===== config.mk =====
export PLATFORM = sky130hd
export DESIGN_NAME = i2c_bus_arbiter
export DESIGN_NICKNAME = d
export VERILOG_FILES = /design/src/rtl/i2c_arb_pkg.sv /design/src/rtl/i2c_bus_arbiter_rr_pick.sv /design/src/rtl/i2c_bus_arbiter.sv
export SDC_FILE = /design/constraint.sdc
export NUM_CORES = 1
export LEC_CHECK = 0
export CORE_MARGIN = 3
export CORE_UTILIZATION = 40
export DETAILED_ROUTE_END_ITERATION = 12
export PLACE_DENSITY_LB_ADDON = 0.08
export SLEW_MARGIN = 20
export SYNTH_ARGS = -nofsm -noshare
export SYNTH_HDL_FRONTEND = slang
export SYNTH_HIERARCHICAL = 1
export SYNTH_SLANG_ARGS = --single-unit

===== constraint.sdc =====
create_clock -name clk_i -period 2.5 [get_ports clk_i]
set_input_delay 0.625 -clock clk_i [delete_from_list [all_inputs] [get_ports clk_i]]
set_output_delay 0.625 -clock clk_i [all_outputs]
set_load 0.01 [all_outputs]

===== src/rtl/i2c_arb_pkg.sv =====
// Shared types and helpers for the I2C master arbiter.
// State encoding, default widths and the round-robin pick function.
package i2c_arb_pkg;

   typedef enum logic [1:0] {
      IDLE   = 2'd0,
      LAUNCH = 2'd1,
      BUSY   = 2'd2,
      DONE   = 2'd3
   } state_t;

   localparam int MAX_REQ       = 8;
   localparam int DEF_N_REQ     = 2;
   localparam int DEF_WDATA_W   = 32;
   localparam int DEF_RDATA_W   = 8;
   localparam int DEF_CNT_W     = 8;
   localparam int DEF_TIMEOUT   = 4095;

   // First set bit of req at or after ptr, wrapping within n requesters.
   function automatic logic [MAX_REQ-1:0] rr_onehot(
      input logic [MAX_REQ-1:0] req,
      input logic [2:0]         ptr,
      input int                 n
   );
      logic [MAX_REQ-1:0] g;
      logic [2:0]         k;
      logic               found;
      g     = '0;
      found = 1'b0;
      for (int i = 0; i < MAX_REQ; i++) begin
         k = 3'((int'(ptr) + i) % n);
         if (i < n && !found && req[k]) begin
            g[k]  = 1'b1;
            found = 1'b1;
         end
      end
      return g;
   endfunction

endpackage


===== src/rtl/i2c_bus_arbiter_rr_pick.sv =====
// Combinational round-robin picker: one-hot grant plus valid flag.
// Reusable by any shared-resource arbiter with up to 8 requesters.
module rr_pick
   import i2c_arb_pkg::*;
#(
   parameter int N  = 2,
   parameter int PW = 1
) (
   input  logic [N-1:0]  req,
   input  logic [PW-1:0] ptr,
   output logic [N-1:0]  gnt,
   output logic          valid
);

   logic [MAX_REQ-1:0] req_x;
   logic [MAX_REQ-1:0] gnt_x;
   logic               unused_hi;

   assign req_x     = MAX_REQ'(req);
   assign gnt_x     = rr_onehot(req_x, 3'(ptr), N);
   assign gnt       = gnt_x[N-1:0];
   assign valid     = |req;
   assign unused_hi = ^gnt_x;

endmodule


===== src/rtl/i2c_bus_arbiter.sv =====
// Round-robin sharing of one uii2c-style master among N_REQ requesters.
// Define I2C_ARB_TIMEOUT_EN to abort launches the master never accepts.
module i2c_bus_arbiter
   import i2c_arb_pkg::*;
#(
   parameter int N_REQ   = DEF_N_REQ,
   parameter int WDATA_W = DEF_WDATA_W,
   parameter int RDATA_W = DEF_RDATA_W,
   parameter int CNT_W   = DEF_CNT_W,
   parameter int TIMEOUT = DEF_TIMEOUT
) (
   input  logic                     clk_i,
   input  logic                     rst_n,
   input  logic [N_REQ-1:0]         req_i,
   input  logic [N_REQ*WDATA_W-1:0] req_wdata_i,
   input  logic [N_REQ*CNT_W-1:0]   req_wcnt_i,
   input  logic [N_REQ*CNT_W-1:0]   req_rcnt_i,
   input  logic [N_REQ-1:0]         req_mode_i,
   output logic [N_REQ-1:0]         gnt_o,
   output logic [N_REQ-1:0]         done_o,
   output logic [N_REQ-1:0]         err_o,
   output logic [RDATA_W-1:0]       rd_data_o,
   output logic                     m_en_o,
   output logic [WDATA_W-1:0]       m_wdata_o,
   output logic [CNT_W-1:0]         m_wcnt_o,
   output logic [CNT_W-1:0]         m_rcnt_o,
   output logic                     m_mode_o,
   input  logic                     m_busy_i,
   input  logic [RDATA_W-1:0]       m_rdata_i
);

   localparam int PW = (N_REQ > 1) ? $clog2(N_REQ) : 1;

   state_t           state_q;
   state_t           state_d;
   logic [N_REQ-1:0] pick_oh;
   logic             pick_vld;
   logic [PW-1:0]    pick_idx;
   logic [PW-1:0]    own_q;
   logic [PW-1:0]    ptr_q;
   logic [PW-1:0]    ptr_nxt;
   logic [N_REQ-1:0] own_oh;
   logic             start;
   logic             fin;
   logic             tmo;

   rr_pick #(
      .N  (N_REQ),
      .PW (PW)
   ) u_pick (
      .req   (req_i),
      .ptr   (ptr_q),
      .gnt   (pick_oh),
      .valid (pick_vld)
   );

   always_comb begin
      pick_idx = '0;
      for (int i = 0; i < N_REQ; i++) begin
         if (pick_oh[i]) pick_idx = PW'(i);
      end
   end

   assign start   = (state_q == IDLE) && pick_vld && !m_busy_i;
   assign fin     = (state_q == BUSY) && !m_busy_i;
   assign ptr_nxt = (own_q == PW'(N_REQ - 1)) ? '0 : own_q + 1'b1;
   assign own_oh  = {{(N_REQ-1){1'b0}}, 1'b1} << own_q;

`ifdef I2C_ARB_TIMEOUT_EN
   localparam int TW = $clog2(TIMEOUT + 1);

   logic [TW-1:0]    cnt_q;
   logic [N_REQ-1:0] err_q;

   assign tmo = (state_q == LAUNCH) && !m_busy_i
             && (cnt_q == TW'(TIMEOUT - 1));

   // Counts only while LAUNCH persists; any state entry restarts it.
   always_ff @(posedge clk_i) begin
      if (!rst_n) begin
         cnt_q <= '0;
         err_q <= '0;
      end else begin
         if (state_q == LAUNCH && state_d == LAUNCH) cnt_q <= cnt_q + 1'b1;
         else                                        cnt_q <= '0;
         err_q <= tmo ? own_oh : '0;
      end
   end

   assign err_o = err_q;
`else
   localparam int unused_tmo = TIMEOUT;

   assign tmo   = 1'b0;
   assign err_o = '0;
`endif

   always_ff @(posedge clk_i) begin
      if (!rst_n) state_q <= IDLE;
      else        state_q <= state_d;
   end

   always_comb begin
      state_d = state_q;
      unique case (state_q)
         IDLE:    if (start) state_d = LAUNCH;
         LAUNCH: begin
            if (m_busy_i) state_d = BUSY;
            else if (tmo) state_d = IDLE;
         end
         BUSY:    if (!m_busy_i) state_d = DONE;
         DONE:    state_d = IDLE;
         default: state_d = IDLE;
      endcase
   end

   // Payload is latched at grant so requesters may move on immediately.
   always_ff @(posedge clk_i) begin
      if (!rst_n) begin
         m_wdata_o <= '0;
         m_wcnt_o  <= '0;
         m_rcnt_o  <= '0;
         m_mode_o  <= 1'b0;
         rd_data_o <= '0;
         own_q     <= '0;
         ptr_q     <= '0;
      end else begin
         if (start) begin
            m_wdata_o <= req_wdata_i[pick_idx*WDATA_W +: WDATA_W];
            m_wcnt_o  <= req_wcnt_i[pick_idx*CNT_W +: CNT_W];
            m_rcnt_o  <= req_rcnt_i[pick_idx*CNT_W +: CNT_W];
            m_mode_o  <= req_mode_i[pick_idx];
            own_q     <= pick_idx;
         end
         if (fin) rd_data_o <= m_rdata_i;
         if (state_q == DONE || tmo) ptr_q <= ptr_nxt;
      end
   end

   always_comb begin
      gnt_o  = '0;
      done_o = '0;
      m_en_o = 1'b0;
      unique case (state_q)
         LAUNCH: begin
            gnt_o  = own_oh;
            m_en_o = 1'b1;
         end
         BUSY:    gnt_o  = own_oh;
         DONE:    done_o = own_oh;
         default: ;
      endcase
   end

endmodule


==> results.ini <==
[setup_path]
max_stage_delay_ns=0.53
end_kind=output pin
cp_data_required_time_ns=1.88
crit_chain=inv_1 > ha_1 > and2_1 > clkdlybuf4s50_1
worstSetupPathType=reg2out
cp.arrival_ns=1.76
cp_max_fo=3
crit_slowest_cell=clkdlybuf4s50_1
startpoint_type=flop

[timing]
min_period_over_period_pct=95.5
fmax_mhz=419
rsz0062_at_grt=false
timing.setup.tns_ns=0
finalHoldViolCount=0
clock_skew_ns=0.00551
slew_viol_final=0
worstMarginPinSlew_ns=0.609
min_period_ns=2.39
relSlewSlack_pct=59.4
layout_setup_ws_ns=0.112
whs_ns=0.497
setup_viol=0

[final_layout]
fin_area_sq_um=4810
area_growth_pct=67.3
fin_nets=558
drive_above_1_share_pct=4.71
multi_input_area_sq_um=1500
fillers=590
instances_no_fill=542
seqCellArea_sq_um=1220
antenna-diode-count=0

[grt]
grt.total_usage_pct=17.9
antenna_found_initial=0
grt_pass1_vias=2477
grt_pass1_wl_um=12000
gr-total-overflow=0
grt_max_degree=84

[clock_network]
cts_buffer_depth=2
cts.clk_slew.worst_paths_ns=0.07
tritoncts=built
cts-root-buf=clkbuf_8
ctsHtreeMaxLevel=3
cts_sinks=61
cts-buffers-inserted=9
clock_latency_ns=0.33

[floorplan]
initial_core_util_pct=41.8
pin_count=175
die_area_sq_um=8240
core_sq_um=6870
die_h_um=90.8
die_w_um=90.8
rows=30

[power_and_ir_drop]
vdd_drop_max_mv=0.363
clkPwrFrac_pct=20.0
intPower_w=0.00242
pwr-share-seq_pct=37.6
p_per_area_nw_per_um2=734
leakage_nw=2.28
p_sw_w=0.00111
sw_frac_of_total_pct=31.5
pwr-share-comb_pct=42.4

[outcome]
status=complete, no violations

[logic_synthesis]
ys_warn_count=6
synth_cells=281
synth_area_sq_um=2870
avgSynthCellArea_sq_um=10.2

[routing]
drt-initial-drc-count=93
via_count=2591
wl_per_cell_um=13.9
drtPass1Iterations=4
wirelength_um=7520
ant_nets=0
viasPerCell=4.78
drc=0

[flow_run]
max_cap_violations=0

[place]
placed_cell_area_sq_um=4660
post-dp-hpwl_um=5520
dp_cells=528
place_congestion=0.745
port_buffers=172
post-place-ws_ns=0.271

[worst_hold_path]
hold_path.class=reg2reg

## path summary, 6_finish.rpt
kind | start | to | slack, ns | cells past startpoint
setup / recovery | state_q[0] | gnt_o[1] | 0.11 | 4
hold / removal | m_wdata_o[25] | m_wdata_o[25] | 0.50 | 1
setup reg to reg | state_q[0] | own_q | 0.89 | 6
hold reg to reg | m_wdata_o[25] | m_wdata_o[25] | 0.50 | 1
## registers in the layout (all words and copies together) (netlist names)
signal and cells:
m_mode_o 1, m_rcnt_o 8, m_wcnt_o 8, m_wdata_o 32
own_q 1, ptr_q 1, rd_data_o 8, state_q 2
## cell usage in the layout (no fill, tap or decap), types with 3 or more instances in the layout
cell             count
buf_12               4
clkbuf_8             9
clkdlybuf4s50_1    170
clkinv_2             3
dfxtp_1             60
ha_1                 4
inv_1                3
mux2i_1             59
nand2_1             51
nor2_1               3
nor2b_1             12
o211a_1             49
## power by group through the flow
stage                     clock (W)  sequential (W)  combinational [W]
final                      0.000704         0.00133            0.00150
after CTS                  0.000724         0.00133            0.00152
after detailed placement          0         0.00134            0.00151
after global routing       0.000778         0.00136            0.00163
after global placement            0         0.00134            0.00149
after floorplan                   0         0.00144           0.000676
## critical path, delay by kind of cell, from the launching register on
kind          cells  cell delay [ns]
buf+inv           2             0.61
simple gates      1             0.14
flops             1             0.36
fa+ha+maj         1             0.33
## stage by stage
stage | total power (W) | utilization (%)
5_1_grt | 0.00376 | 70.0
3_3_place_gp | 0.00283 | 67.8
4_1_cts | 0.00357 | 70.0
2_1_floorplan | 0.00212 | -
6_report | 0.00353 | 70.0
3_5_place_dp | 0.00286 | 67.8
## routing by layer
metal	track usage, %	wire, um	share of wire [%]	vias to the layer above
li1	-	-	-	1307
met1	22.0	3160	42	1180
met2	28.8	3630	48	97
met3	6.17	635	8.4	7
met4	6.89	91	1.2	0
met5	0	0	0	-
## area by class of cell
cell class | count | area share [%]
tap | 96 | 2.50
multi-input combinational | 191 | 31.2
clock buffer | 11 | 2.73
inverter | 3 | 0.234
clock inverter | 3 | 0.312
timing repair buffer | 177 | 37.6
sequential | 61 | 25.4
## timing repair
item                       CTS  global route
setup buffers                0             0
hold buffers                 0             0
gates resized for setup      0             2
setup endpoints to repair    0             1
Power figures use the tool's default switching activity.
